## src/rtl/uart_baud_gen_frac_if.sv

```systemverilog
// Interface between the baud generator and its register/UART neighbours.
// The generator uses the slave modport. The register block or bench uses master.
// With UART_BAUD_RX_RESYNC_EN defined, the receiver resync handshake is included.
interface uart_baud_gen_frac_if #(
    parameter int unsigned CNTR_WIDTH = 16,
    parameter int unsigned FRAC_WIDTH = 4,
    parameter int unsigned OVS_LOG2   = 4
);
    logic                  enable;
    logic [CNTR_WIDTH-1:0] baud_val;
    logic [FRAC_WIDTH-1:0] baud_frac;
    logic                  baud_tick;
    logic                  xmit_pulse;
    logic [OVS_LOG2-1:0]   tick_phase;
`ifdef UART_BAUD_RX_RESYNC_EN
    logic                  rx_resync;
    logic                  rx_sample_pulse;
`endif

    modport master (
        output enable, baud_val, baud_frac,
`ifdef UART_BAUD_RX_RESYNC_EN
        output rx_resync,
        input  rx_sample_pulse,
`endif
        input  baud_tick, xmit_pulse, tick_phase
    );

    modport slave (
        input  enable, baud_val, baud_frac,
`ifdef UART_BAUD_RX_RESYNC_EN
        input  rx_resync,
        output rx_sample_pulse,
`endif
        output baud_tick, xmit_pulse, tick_phase
    );
endinterface

```

## src/rtl/uart_baud_gen_frac.sv

```systemverilog
// Fractional baud generator with an oversampled tick and a per-bit transmit pulse.
// The base tick period is baud_val+1 clocks.
// A FRAC_WIDTH-bit accumulator adds one stretch cycle on every carry.
// Optional macro UART_BAUD_RX_RESYNC_EN adds an rx mid-bit sample phase counter.
module uart_baud_gen_frac #(
    parameter int unsigned CNTR_WIDTH = 16,
    parameter int unsigned FRAC_WIDTH = 4,
    parameter int unsigned OVS_LOG2   = 4
) (
    input  logic clk,
    input  logic reset_n,
    uart_baud_gen_frac_if.slave bus
);
    localparam int unsigned OVS = 1 << OVS_LOG2;
    localparam logic [OVS_LOG2-1:0] PHASE_LAST = OVS_LOG2'(OVS - 1);
    localparam logic [OVS_LOG2-1:0] PHASE_ONE  = OVS_LOG2'(1);
    localparam logic [CNTR_WIDTH-1:0] CNTR_ONE = CNTR_WIDTH'(1);

    logic [CNTR_WIDTH-1:0] baud_cntr_r, baud_cntr_s;
    logic [FRAC_WIDTH-1:0] frac_acc_r,  frac_acc_s;
    logic                  stretch_r,   stretch_s;
    logic                  baud_tick_r, baud_tick_s;
    logic [OVS_LOG2-1:0]   tick_phase_r, tick_phase_s;
    logic [FRAC_WIDTH:0]   acc_sum_s;

    // Next-state logic for the divider: count down, optional stretch cycle, reload with tick.
    always_comb begin
        baud_cntr_s = baud_cntr_r;
        frac_acc_s  = frac_acc_r;
        stretch_s   = stretch_r;
        baud_tick_s = 1'b0;
        acc_sum_s   = {1'b0, frac_acc_r} + {1'b0, bus.baud_frac};
        if (!bus.enable) begin
            baud_cntr_s = '0;
            frac_acc_s  = '0;
            stretch_s   = 1'b0;
        end else if (baud_cntr_r != '0) begin
            baud_cntr_s = baud_cntr_r - CNTR_ONE;
        end else if (stretch_r) begin
            stretch_s = 1'b0;
        end else begin
            // Divisor and fraction are sampled only here, so a live change never truncates a period.
            baud_cntr_s = bus.baud_val;
            baud_tick_s = 1'b1;
            frac_acc_s  = acc_sum_s[FRAC_WIDTH-1:0];
            stretch_s   = acc_sum_s[FRAC_WIDTH];
        end
    end

    // Next-state logic for the oversample phase: it advances in the clock after each visible tick.
    always_comb begin
        tick_phase_s = tick_phase_r;
        if (!bus.enable) begin
            tick_phase_s = '0;
        end else if (baud_tick_r) begin
            tick_phase_s = tick_phase_r + PHASE_ONE;
        end else begin
            tick_phase_s = tick_phase_r;
        end
    end

    // State registers for the divider and the phase counter.
    always_ff @(posedge clk or negedge reset_n) begin
        if (!reset_n) begin
            baud_cntr_r  <= '0;
            frac_acc_r   <= '0;
            stretch_r    <= 1'b0;
            baud_tick_r  <= 1'b0;
            tick_phase_r <= '0;
        end else begin
            baud_cntr_r  <= baud_cntr_s;
            frac_acc_r   <= frac_acc_s;
            stretch_r    <= stretch_s;
            baud_tick_r  <= baud_tick_s;
            tick_phase_r <= tick_phase_s;
        end
    end

    assign bus.baud_tick  = baud_tick_r;
    assign bus.tick_phase = tick_phase_r;
    // Decoded only from registers, so the pulse is glitch-free and fires on every OVS-th tick.
    assign bus.xmit_pulse = baud_tick_r & (tick_phase_r == PHASE_LAST);

`ifdef UART_BAUD_RX_RESYNC_EN
    localparam logic [OVS_LOG2-1:0] RX_MID = OVS_LOG2'(OVS / 2 - 1);

    logic [OVS_LOG2-1:0] rx_phase_r, rx_phase_s;

    // Next-state logic for the rx phase: resync wins over a coincident tick.
    always_comb begin
        rx_phase_s = rx_phase_r;
        if (!bus.enable) begin
            rx_phase_s = '0;
        end else if (bus.rx_resync) begin
            rx_phase_s = '0;
        end else if (baud_tick_r) begin
            rx_phase_s = rx_phase_r + PHASE_ONE;
        end else begin
            rx_phase_s = rx_phase_r;
        end
    end

    // The rx phase register.
    always_ff @(posedge clk or negedge reset_n) begin
        if (!reset_n) begin
            rx_phase_r <= '0;
        end else begin
            rx_phase_r <= rx_phase_s;
        end
    end

    assign bus.rx_sample_pulse = baud_tick_r & (rx_phase_r == RX_MID);
`endif
endmodule

```

## src/flat_wrapper.sv

```systemverilog
// flat-port wrapper written by rule: the top's interface ports become plain ports
module uart_baud_gen_frac_flat 
#(
    parameter int unsigned CNTR_WIDTH = 16,
    parameter int unsigned FRAC_WIDTH = 4,
    parameter int unsigned OVS_LOG2   = 4
)
  (clk, reset_n, bus_enable, bus_baud_val, bus_baud_frac, bus_baud_tick, bus_xmit_pulse, bus_tick_phase);
  uart_baud_gen_frac_if #(.CNTR_WIDTH(CNTR_WIDTH), .FRAC_WIDTH(FRAC_WIDTH), .OVS_LOG2(OVS_LOG2)) bus_i ();
  input  logic clk;
  input  logic reset_n;
  input wire logic [$bits(bus_i.enable)-1:0] bus_enable;
  input wire logic [$bits(bus_i.baud_val)-1:0] bus_baud_val;
  input wire logic [$bits(bus_i.baud_frac)-1:0] bus_baud_frac;
  output wire logic [$bits(bus_i.baud_tick)-1:0] bus_baud_tick;
  output wire logic [$bits(bus_i.xmit_pulse)-1:0] bus_xmit_pulse;
  output wire logic [$bits(bus_i.tick_phase)-1:0] bus_tick_phase;
  assign bus_i.enable = bus_enable;
  assign bus_i.baud_val = bus_baud_val;
  assign bus_i.baud_frac = bus_baud_frac;
  assign bus_baud_tick = bus_i.baud_tick;
  assign bus_xmit_pulse = bus_i.xmit_pulse;
  assign bus_tick_phase = bus_i.tick_phase;
  uart_baud_gen_frac #(.CNTR_WIDTH(CNTR_WIDTH), .FRAC_WIDTH(FRAC_WIDTH), .OVS_LOG2(OVS_LOG2)) u_core (.clk(clk), .reset_n(reset_n), .bus(bus_i));
endmodule
```

## config.mk

```make
export PLATFORM = sky130hd
export DESIGN_NAME = uart_baud_gen_frac_flat
export DESIGN_NICKNAME = d
export VERILOG_FILES = /design/src/rtl/uart_baud_gen_frac_if.sv /design/src/rtl/uart_baud_gen_frac.sv /design/src/flat_wrapper.sv
export SDC_FILE = /design/constraint.sdc
export NUM_CORES = 1
export LEC_CHECK = 0
export BUFFER_PORTS_ARGS = -buffer_cell sky130_fd_sc_hd__buf_2
export CAP_MARGIN = 10
export CORE_AREA = 2 2 72 61
export DETAILED_ROUTE_END_ITERATION = 8
export DIE_AREA = 0 0 74 63
export MAX_ROUTING_LAYER = met4
export PLACE_DENSITY_LB_ADDON = 0.12
export REMOVE_ABC_BUFFERS = 1
export SLEW_MARGIN = 20
export SYNTH_ARGS = -nofsm -noshare
export SYNTH_HDL_FRONTEND = slang
export SYNTH_SLANG_ARGS = --single-unit
```

## constraint.sdc

```tcl
create_clock -name clk -period 2.3 [get_ports clk]
set_input_delay 0.23 -clock clk [delete_from_list [all_inputs] [get_ports clk]]
set_output_delay 0.23 -clock clk [all_outputs]
set_load 0.1 [all_outputs]
```

Yosys cells after proc, flatten, opt, wreduce, memory -nomap -nowiden. Cells that the tools add are included. W data, S select, Z words.

$add $sub $neg: 3. Bitwise operators: 1. Eq/ne operators: 5. Reductions and logical operators: 2. Multiplexer cells: 14.

Operators by type and width (number): $mux W16 (3); $mux W4 (5); $reduce_bool A16 Y1 (1); $sub A16 B1 Y16 const B (1); $mux W1 (6); $add A4 B4 Y5 (1); $add A4 B1 Y4 const B (1); $eq A4 B4 Y1 const B (1); $ne A2 B2 Y1 const B (2); $ne A3 B3 Y1 const B (1); $ne A2 B1 Y1 const B (1); $reduce_and A2 Y1 (1); $and A1 B1 Y1 (1).

Output and inout bits: 6. Input port bits: 23. Word-level logic and storage cells: 30. Register bits: 26.

Longest topological paths before layout. Gate-level depths: netlist of the first run.

Word-level depth: 4. Depth in mapped cells: 8. Mapped depth without buffers: 6.

Least setup slack after synthesis of the first run. OpenSTA, ideal clock, no wires.

Path kind: reg-to-output. Start point: reg u_core.tick_phase_r[0], in the netlist u_core.bus.tick_phase[0]. End point: out bus_xmit_pulse. Data required time: 2.070 ns. Buffers on the path: 0. Slack: 0.034 ns. Data arrival time: 2.036 ns. Stages on the path, launching flop included: 3. Cells stage by stage: dfrtp_1 > ha_1 > and4_1.

Cells in the longest elaborated chain, start to end: 2.

RTL lines: from (decl) (line uart_baud_gen_frac.sv:23) `logic [OVS_LOG2-1:0] tick_phase_r, tick_phase_s;`; from (signal assigned) (line uart_baud_gen_frac.sv:75) `tick_phase_r <= tick_phase_s;`; $eq A4 B4 Y1 (line uart_baud_gen_frac.sv:82) `assign bus.xmit_pulse = baud_tick_r & (tick_phase_r == PHASE_LAST);`; $and A1 B1 Y1 (line uart_baud_gen_frac.sv:82); to (decl) (line flat_wrapper.sv:16) `output wire logic [$bits(bus_i.xmit_pulse)-1:0] bus_xmit_pulse;`.

No other way between the ends.

Worst setup path after layout of the first run.
Start point: reg u_core.baud_cntr_r[2]. End point: reg u_core.baud_cntr_r[8].

Cells in the longest elaborated chain, start to end: 3. Elaborated cells on any way between the ends: 5. Classes of those cells: add/sub: 1; eq/ne: 1; mux: 2; reduce/logical: 1.

RTL lines: from (decl) (line uart_baud_gen_frac.sv:19) `logic [CNTR_WIDTH-1:0] baud_cntr_r, baud_cntr_s;`; from (signal assigned) (line uart_baud_gen_frac.sv:71) `baud_cntr_r <= baud_cntr_s;`; $sub A16 B1 Y16 / $reduce_bool A16 Y1 (equally long branches) (line uart_baud_gen_frac.sv:38, uart_baud_gen_frac.sv:37); $mux W16 (line uart_baud_gen_frac.sv:37) `end else if (baud_cntr_r != '0) begin`; $mux W16 (line uart_baud_gen_frac.sv:33) `if (!bus.enable) begin`.

Parallel ways exist; a longest one is shown, timed or not. A chain may end at the register's enable or synchronous reset.

==> results of run 1 <==
[Yosys cell counts, drive strengths merged, types with 2 or more instances]
cell type  instances  area, um^2
a211oi             9        67.6
a21o               2        15.0
a21oi             13        65.1
a311o              2        20.0
a31oi              3        18.8
and3               2        12.5
and4               2        17.5
buf                4        22.5
clkbuf             8        30.0
dfrtp             26         651
ha                 7        87.6
inv                4        15.0
mux2i              2        20.0
nand2             10        37.5
nand3              8        40.0
nand4              8        56.3
nor2               8        30.0
nor2b              3        18.8
nor3               8        40.0
nor4               6        67.6
nor4b              2        17.5
o211ai             2        15.0
o21a               2        15.0
o21ai              6        30.0
o31ai              2        15.0
or3                2        12.5
or4                3        22.5
xnor2              2        17.5
xor2               8        70.1
[cells by family after synthesis]
kind of cell,count (synthesis)
compound gates,43
buf+inv,16
xor+xnor,10
mux,3
flops,26
fa+ha+maj,8
simple gates,66
[worst reg2reg max path, stage by stage, from the launching register on]
cell     delay, ns
dfrtp_1       0.48
nor4_4        0.49
buf_4         0.23
nand3_1       0.10
mux2_1        0.32
a311o_1       0.34
[where the power goes]
group | internal (W) | switching, W | total [W]
clock | 0.000118 | 0.000144 | 0.000262
sequential | 0.000563 | 0.000157 | 0.000719
combinational | 0.000418 | 0.000545 | 0.000963
total | 0.00110 | 0.000845 | 0.00194
[worst paths after layout]
path,startpoint,to,depth (start not counted)
min,bus_baud_val[7],u_core.baud_cntr_r[7]$_DFFE_PN0P_,3
min in group asynchronous,reset_n,u_core.baud_cntr_r[14]$_DFFE_PN0P_,2
max reg2reg,u_core.baud_cntr_r[2]$_DFFE_PN0P_,u_core.baud_cntr_r[8]$_DFFE_PN0P_,5
min reg2reg,u_core.frac_acc_r[2]$_DFFE_PN0P_,u_core.frac_acc_r[2]$_DFFE_PN0P_,2
max,u_core.baud_cntr_r[2]$_DFFE_PN0P_,u_core.baud_cntr_r[8]$_DFFE_PN0P_,5
max in group asynchronous,reset_n,u_core.frac_acc_r[1]$_DFFE_PN0P_,2
[sequential cells by signal (all words and copies together) (netlist names)]
| register | cells |
|---|---|
| u_core.bus.baud_tick | 1 |
| u_core.frac_acc_r | 4 |
| u_core.stretch_r | 1 |
| u_core.bus.tick_phase | 4 |
| u_core.baud_cntr_r | 16 |
[what timing repair did]
action	4_1_cts	5_1_grt
endpoints found under the hold margin	26	0
hold buffers	1	0
resized for setup	0	1
endpoints found under the setup margin	0	1
[through the flow]
stage | utilization (%) | std cells | setup WS (ns) | TNS (ns) | hold WS [ns]
2_1_floorplan | - | 160 | -0.130 | -0.130 | -0.0656
3_3_place_gp | 46.5 | 253 | 0.281 | 0 | 0.271
3_5_place_dp | 46.5 | 253 | 0.242 | 0 | 0.274
4_1_cts | 47.8 | 257 | 0.200 | 0 | 0.226
5_1_grt | 47.8 | 257 | 0.0735 | 0 | 0.245
6_report | 47.8 | 257 | 0.255 | 0 | 0.222
[final cells by class]
cell class | instances | share of cell area, %
multi-input combinational | 130 | 47.9
sequential | 26 | 34.3
timing repair buffer | 37 | 11.1
tap | 57 | 3.76
clock buffer | 3 | 2.18
inverter | 4 | 0.791
[routing by layer]
layer | track usage [%] | part of all wire [%] | up-vias | wire, um
li1 | - | - | 702 | -
met1 | 28.1 | 46 | 720 | 1910
met2 | 31.1 | 48 | 34 | 1980
met3 | 3.55 | 4.1 | 6 | 169
met4 | 4.32 | 1.3 | 0 | 53
met5 | - | 0 | - | 0
==> reports/qor.yml, run 1 <==
layout_commonest_cell: "buf_2"
async_flop_share_pct: 100
max_clock_freq_mhz: 489
die_area_um2: 4660
grt_pass1_wl_um: 7200
drv_cap: 0
vias: 1462
wl_per_cell_um: 16.0
dpl_cell_area_um2: 1850
cts_max_path_buffers: 2
synth_xor_area_share_pct: 5.38
power_density_nw_per_um2: 1020
post-cts-setup-buffers: 0
finalCritPeriodShare_pct: 88.9
drt_iter0_markers: 107
hold_class: "in -> reg"
gp_congestion: 0.872
ys_dominant_reg_cell: "dfrtp_1"
clock-sinks: 26
area_growth_pct: 16.7
die_y_um: 63
outcome: "finished, final reports clean"
finalPower_w: 0.00194
yosysUniqueCellTypes: 40
ys_seq_area_share_pct: 40.0
wl_um: 4110
cpPeakStageDelay_ns: 0.48
initial_core_util_pct: 41.0
grtUsageTotal_pct: 20.3
drc: 0
core-area_um2: 3970
final_area_um2: 1900
cp.required_ns: 2.47
layout_common_cells: "buf_2, dfrtp_1, a21oi_1, nand2_1, a211oi_1"
synth_mux_area_share_pct: 1.92
synth_fa_ha_area_share_pct: 6.62
grt_max_degree: 27
slowest_stage: "dfrtp_1"
antenna_left: 0
numCtsBuffers: 3
die_w_um: 74
cp_cell_sequence: "nor4_4, buf_4, nand3_1, mux2_1, a311o_1"
multi_input_area_um2: 910
avgSynthCellArea_um2: 9.46
peakVddDrop_v: 0.000332
synth_top_family_by_area: "simple AND/OR/NAND/NOR gates"
grt_pass1_vias: 1481
reg2reg_slack_ns: 0.25
worst_slew_pin_slew_ns: 0.605
grt_antenna_before_repair: 0
diodes: 0
dr.pass1.iters: 4
overflow: 0
nNetsFinal: 233
cts_tree: "yes"
synth-edff-count: 0
p_leak_nw: 0.866
drv_slew: 0
end_kind: "flip-flop"
cts_htree_levels: 1
cp.arrival_ns: 2.21
cts_root_buffer: "clkbuf_8"
synth_seq_cells: 26
crit_family: "simple AND/OR/NAND/NOR gates"
slew_headroom_pct: 59.7
critPathLaunchType: "flip-flop"
path_class: "reg -> reg"
fillers: 401
hold_violations: 0
viasPerCell: 5.69
io-pin-count: 29
path_clk_slew_ns: 0.09
drive_gt1_share_pct: 21.5
setup_viol: 0
synth-compound-area-share_pct: 17.2
grt_setup_unrepaired: "no"
clkLatencyLatePin_ns: 0.27
crit_buf_inv: 1
fin_worst_skew_ns: 0.00587
regArea_um2: 651
yosys_warnings: 0
period_needed_ns: 2.05
synth_area_um2: 1630
cp_max_fo: 7
synthSimpleGateAreaFrac_pct: 24.8
portBuffers: 28
std_cell_rows: 21
synth_cells: 172
dpl.hpwl_um: 2920
No activity file was read; power rests on OpenSTA's default activity.
==> run 2: changes to the inputs <==
--- a/config.mk
+++ b/config.mk
@@ -5,14 +5,16 @@
 export SDC_FILE = /design/constraint.sdc
 export NUM_CORES = 1
 export LEC_CHECK = 0
-export BUFFER_PORTS_ARGS = -buffer_cell sky130_fd_sc_hd__buf_2
+export BUFFER_PORTS_ARGS = -buffer_cell sky130_fd_sc_hd__clkbuf_2
 export CAP_MARGIN = 10
 export CORE_AREA = 2 2 72 61
+export CTS_CLUSTER_DIAMETER = 30
 export DETAILED_ROUTE_END_ITERATION = 8
 export DIE_AREA = 0 0 74 63
 export MAX_ROUTING_LAYER = met4
 export PLACE_DENSITY_LB_ADDON = 0.12
 export REMOVE_ABC_BUFFERS = 1
+export SKIP_CTS_REPAIR_TIMING = 1
 export SLEW_MARGIN = 20
 export SYNTH_ARGS = -nofsm -noshare
 export SYNTH_HDL_FRONTEND = slang
==> reports/qor.yml, run 2 (same netlist as run 1, synthesis figures left out) <==
outcome: "complete, but fails checks"
violations: "hold timing"
dr.pass1.iters: 4
grt_pass1_wl_um: 6840
drt_iter0_markers: 57
portBuffers: 28
fin_worst_skew_ns: 0.00721
core-area_um2: 3970
die_area_um2: 4660
finalCritPeriodShare_pct: 89.3
layout_common_cells: "clkbuf_2, dfrtp_1, a21oi_1, nand2_1, a211oi_1"
gp_congestion: 0.869
dp.cells: 253
vias: 1464
grt_setup_unrepaired: "no"
numCtsBuffers: 3
initial_core_util_pct: 41.0
wl_per_cell_um: 15.6
die_y_um: 63
setup_viol: 0
fillers: 371
drive_gt1_share_pct: 22.0
grtUsageTotal_pct: 19.3
end_kind: "flip-flop"
critPathLaunchType: "flip-flop"
hold_class: "in -> async"
grt_pass1_vias: 1390
io-pin-count: 29
std_cell_rows: 21
cp.required_ns: 2.50
grt_antenna_before_repair: 0
crit_family: "simple AND/OR/NAND/NOR gates"
nNetsFinal: 232
path_clk_slew_ns: 0.10
cts_htree_levels: 1
max_clock_freq_mhz: 487
die_w_um: 74
grt_max_degree: 27
cts_max_path_buffers: 2
cpPeakStageDelay_ns: 0.45
hold_violations: 26
peakVddDrop_v: 0.000372
crit_buf_inv: 2
cp_max_fo: 9
cts_root_buffer: "clkbuf_8"
dpl.hpwl_um: 2840
wl_um: 4010
largest_reg_flops: 16
period_needed_ns: 2.05
timing.hold.ws_ns: -0.0271
slew_headroom_pct: 54.0
overflow: 0
power_density_nw_per_um2: 1040
slowest_stage: "dfrtp_1"
cts_tree: "yes"
drv_cap: 0
antenna_left: 0
worst_slew_pin_slew_ns: 0.690
layout_commonest_cell: "clkbuf_2"
regMostFlops: "u_core.baud_cntr_r"
cp_cell_sequence: "inv_1, ha_1, nor4b_1, and4_2, buf_4, nand3_1, a31oi_1"
cp.arrival_ns: 2.25
viasPerCell: 5.70
fin_cells: 257
area_growth_pct: 16.9
clkLatencyLatePin_ns: 0.28
setup_tns_ns: 0
diodes: 0
clock-sinks: 26
path_class: "reg -> reg"
drv_slew: 0
drc: 0
p_leak_nw: 0.868
==> run 2: through the flow <==
stage	hold WS, ns	utilization (%)	power, W	cell area (um^2)	worst slack (ns)
after floorplan	-0.0656	-	0.00137	1570	-0.130
after CTS	0.00828	47.9	0.00198	1900	0.180
after global routing	0.0250	47.9	0.00213	1900	0.0489
final	-0.0271	47.9	0.00198	1900	0.247
after detailed placement	0.313	46.5	0.00168	1850	0.209
after global placement	0.296	46.5	0.00165	1850	0.281
==> run 2: final cells by class <==
cell class | instances | area (um^2) | area share (%)
Multi-Input combinational cell | 130 | 910 | 47.8
Sequential cell | 26 | 651 | 34.2
Timing Repair Buffer | 36 | 200 | 10.5
Tap cell | 57 | 71.3 | 3.75
Clock buffer | 4 | 55.1 | 2.89
Inverter | 4 | 15.0 | 0.789
==> run 2: per-layer routing <==
layer  vias up  GRT usage, %  wire length [um]
li1        705             -                 -
met1       705          26.5              1900
met2        47          29.8              1870
met3         7          3.55               210
met4         0          3.86                33
met5         -             -                 0
==> run 2: worst reg2reg max path, cell delays in order, from the launching register on <==
cell and delay [ns]:
dfrtp_1 0.45, inv_1 0.11, ha_1 0.18, nor4b_1 0.36, and4_2 0.41, buf_4 0.20, nand3_1 0.09, a31oi_1 0.19
==> run 2: worst paths after layout <==
| path | startpoint | endpoint | slack [ns] | cells past startpoint |
|---|---|---|---|---|
| worst min-delay path | reset_n | u_core.baud_cntr_r[9]$_DFFE_PN0P_ | -0.03 | 1 |
| worst max register to register | u_core.baud_cntr_r[0]$_DFFE_PN0P_ | u_core.baud_cntr_r[4]$_DFFE_PN0P_ | 0.25 | 7 |
| max in group asynchronous | reset_n | u_core.baud_cntr_r[0]$_DFFE_PN0P_ | 1.88 | 1 |
| worst max-delay path | u_core.baud_cntr_r[0]$_DFFE_PN0P_ | u_core.baud_cntr_r[4]$_DFFE_PN0P_ | 0.25 | 7 |
| worst min register to register | u_core.frac_acc_r[2]$_DFFE_PN0P_ | u_core.frac_acc_r[2]$_DFFE_PN0P_ | 0.55 | 2 |
| min in group clk | bus_baud_val[9] | u_core.baud_cntr_r[9]$_DFFE_PN0P_ | 0.21 | 3 |
==> run 2: where the power goes <==
part | total (W) | switching, W | internal [W]
Clock | 0.000308 | 0.000154 | 0.000153
Sequential | 0.000717 | 0.000154 | 0.000563
Combinational | 0.000957 | 0.000541 | 0.000416
Total | 0.00198 | 0.000849 | 0.00113
==> run 3: changes to the inputs <==
--- a/config.mk
+++ b/config.mk
@@ -7,12 +7,12 @@
 export LEC_CHECK = 0
 export BUFFER_PORTS_ARGS = -buffer_cell sky130_fd_sc_hd__clkbuf_2
 export CAP_MARGIN = 10
-export CORE_AREA = 2 2 72 61
+export CORE_AREA = 2 2 62 70
 export CTS_CLUSTER_DIAMETER = 30
 export DETAILED_ROUTE_END_ITERATION = 8
-export DIE_AREA = 0 0 74 63
+export DIE_AREA = 0 0 64 72
 export MAX_ROUTING_LAYER = met4
-export PLACE_DENSITY_LB_ADDON = 0.12
+export PLACE_DENSITY_LB_ADDON = 0.15
 export REMOVE_ABC_BUFFERS = 1
 export SKIP_CTS_REPAIR_TIMING = 1
 export SLEW_MARGIN = 20
==> constraint.sdc (replaced) <==
create_clock -name clk -period 2.7 [get_ports clk]
set_input_delay 0.27 -clock clk [delete_from_list [all_inputs] [get_ports clk]]
set_output_delay 0.27 -clock clk [all_outputs]
set_load 0.1 [all_outputs]
==> reports/qor.yml, run 3 (same netlist as run 1, synthesis figures left out) <==
critPathLaunchType: "flip-flop"
vias: 1427
die_y_um: 72
outcome: "finished, final reports clean"
antenna_left: 0
grt_pass1_wl_um: 6590
grtUsageTotal_pct: 18.6
cp_max_fo: 16
largest_reg_flops: 16
p_leak_nw: 0.846
drc: 0
grt_setup_unrepaired: "no"
fin_util_pct: 48.2
cts_max_path_buffers: 2
swShare_pct: 41.4
viasPerCell: 5.80
die_w_um: 64
hold_violations: 0
power.net_switching_w: 0.000705
max_clock_freq_mhz: 436
dr_wl_met3_um: 155
drt_iter0_markers: 62
cp.arrival_ns: 2.46
worst_slew_pin_slew_ns: 0.685
p_clk_share_pct: 19.1
cts_tree: "yes"
fillers: 376
hold_class: "in -> async"
period_needed_ns: 2.29
dpl.hpwl_um: 2680
path_class: "reg -> reg"
fin_worst_skew_ns: 0.00535
wl_per_cell_um: 15.7
comb_power_share_pct: 45.0
highest_layer: "met4"
finalPower_w: 0.00170
clkLatencyLatePin_ns: 0.28
diodes: 0
nNetsFinal: 226
peakVddDrop_v: 0.000411
layout_commonest_cell: "clkbuf_2"
cts_htree_levels: 1
end_kind: "flip-flop"
drv_cap: 0
drive_gt1_share_pct: 19.1
gp_congestion: 0.853
setup_tns_ns: 0
met1_length_um: 1670
io-pin-count: 29
layout_common_cells: "clkbuf_2, dfrtp_1, a21oi_1, nand2_1, a211oi_1"
cts_root_buffer: "clkbuf_8"
numCtsBuffers: 3
dr.pass1.iters: 4
die_area_um2: 4610
wl_um: 3860
regMostFlops: "u_core.baud_cntr_r"
cp.required_ns: 2.87
p_seq_share_pct: 35.8
overflow: 0
grt_antenna_before_repair: 0
power_density_nw_per_um2: 912
internal_power_w: 0.000997
wl_met2_um: 1990
setup_viol: 0
std_cell_rows: 24
grt_max_degree: 27
finalCritPeriodShare_pct: 85.0
clock-sinks: 26
grt_pass1_vias: 1449
portBuffers: 28
drv_slew: 0
path_clk_slew_ns: 0.09
area_growth_pct: 14.7
slew_headroom_pct: 54.3
initial_core_util_pct: 42.0
core-area_um2: 3870
[run 3: per-stage QoR]
step / area, um^2 / setup slack [ns] / cells / hold slack [ns]
6_report: 1870 / 0.406 / 246 / 0.00954
3_3_place_gp: 1790 / 0.553 / 242 / 0.333
4_1_cts: 1870 / 0.402 / 246 / 0.0343
3_5_place_dp: 1790 / 0.418 / 242 / 0.334
5_1_grt: 1870 / 0.168 / 246 / 0.0578
2_1_floorplan: 1570 / 0.270 / 160 / -0.0256
[run 3: critical path: stages, from the launching register on]
cell and delay [ns]:
dfrtp_1 0.44, inv_1 0.10, ha_1 0.17, nor4b_1 0.38
and4_1 0.64, nor4_1 0.11, a311o_1 0.34
[run 3: layer usage]
layer | vias up | GRT usage (%)
li1 | 693 | -
met1 | 696 | 22.9
met2 | 33 | 32.1
met3 | 5 | 1.40
met4 | 0 | 6.52
met5 | - | -
[run 3: layout make-up]
class                      count  area, um^2  share of cell area [%]
multi-input combinational    130         908                    48.7
sequential                    26         651                    34.9
timing repair buffer          30         155                    8.32
tap                           52        65.1                    3.49
clock buffer                   3        41.3                    2.21
clock inverter                 1        30.0                    1.61
inverter                       4        15.0                   0.805
[run 3: power by group through the flow]
stage / Sequential [W] / Clock, W / Combinational (W)
floorplan: 0.000633 / 0 / 0.000536
global placement: 0.000611 / 0 / 0.000747
detailed placement: 0.000613 / 0 / 0.000761
CTS: 0.000607 / 0.000335 / 0.000769
global route: 0.000627 / 0.000350 / 0.000856
finish: 0.000609 / 0.000326 / 0.000767
[run 3: final timing paths]
check | from | endpoint | slack [ns] | depth (start not counted)
max | u_core.baud_cntr_r[0]$_DFFE_PN0P_ | u_core.baud_cntr_r[14]$_DFFE_PN0P_ | 0.41 | 6
min | reset_n | u_core.bus.tick_phase[2]$_DFFE_PN0P_ | 0.01 | 1
max reg2reg | u_core.baud_cntr_r[0]$_DFFE_PN0P_ | u_core.baud_cntr_r[14]$_DFFE_PN0P_ | 0.41 | 6
min reg2reg | u_core.frac_acc_r[0]$_DFFE_PN0P_ | u_core.frac_acc_r[0]$_DFFE_PN0P_ | 0.55 | 2
max in group asynchronous | reset_n | u_core.baud_cntr_r[8]$_DFFE_PN0P_ | 2.27 | 1
min in group clk | bus_baud_val[4] | u_core.baud_cntr_r[4]$_DFFE_PN0P_ | 0.25 | 3
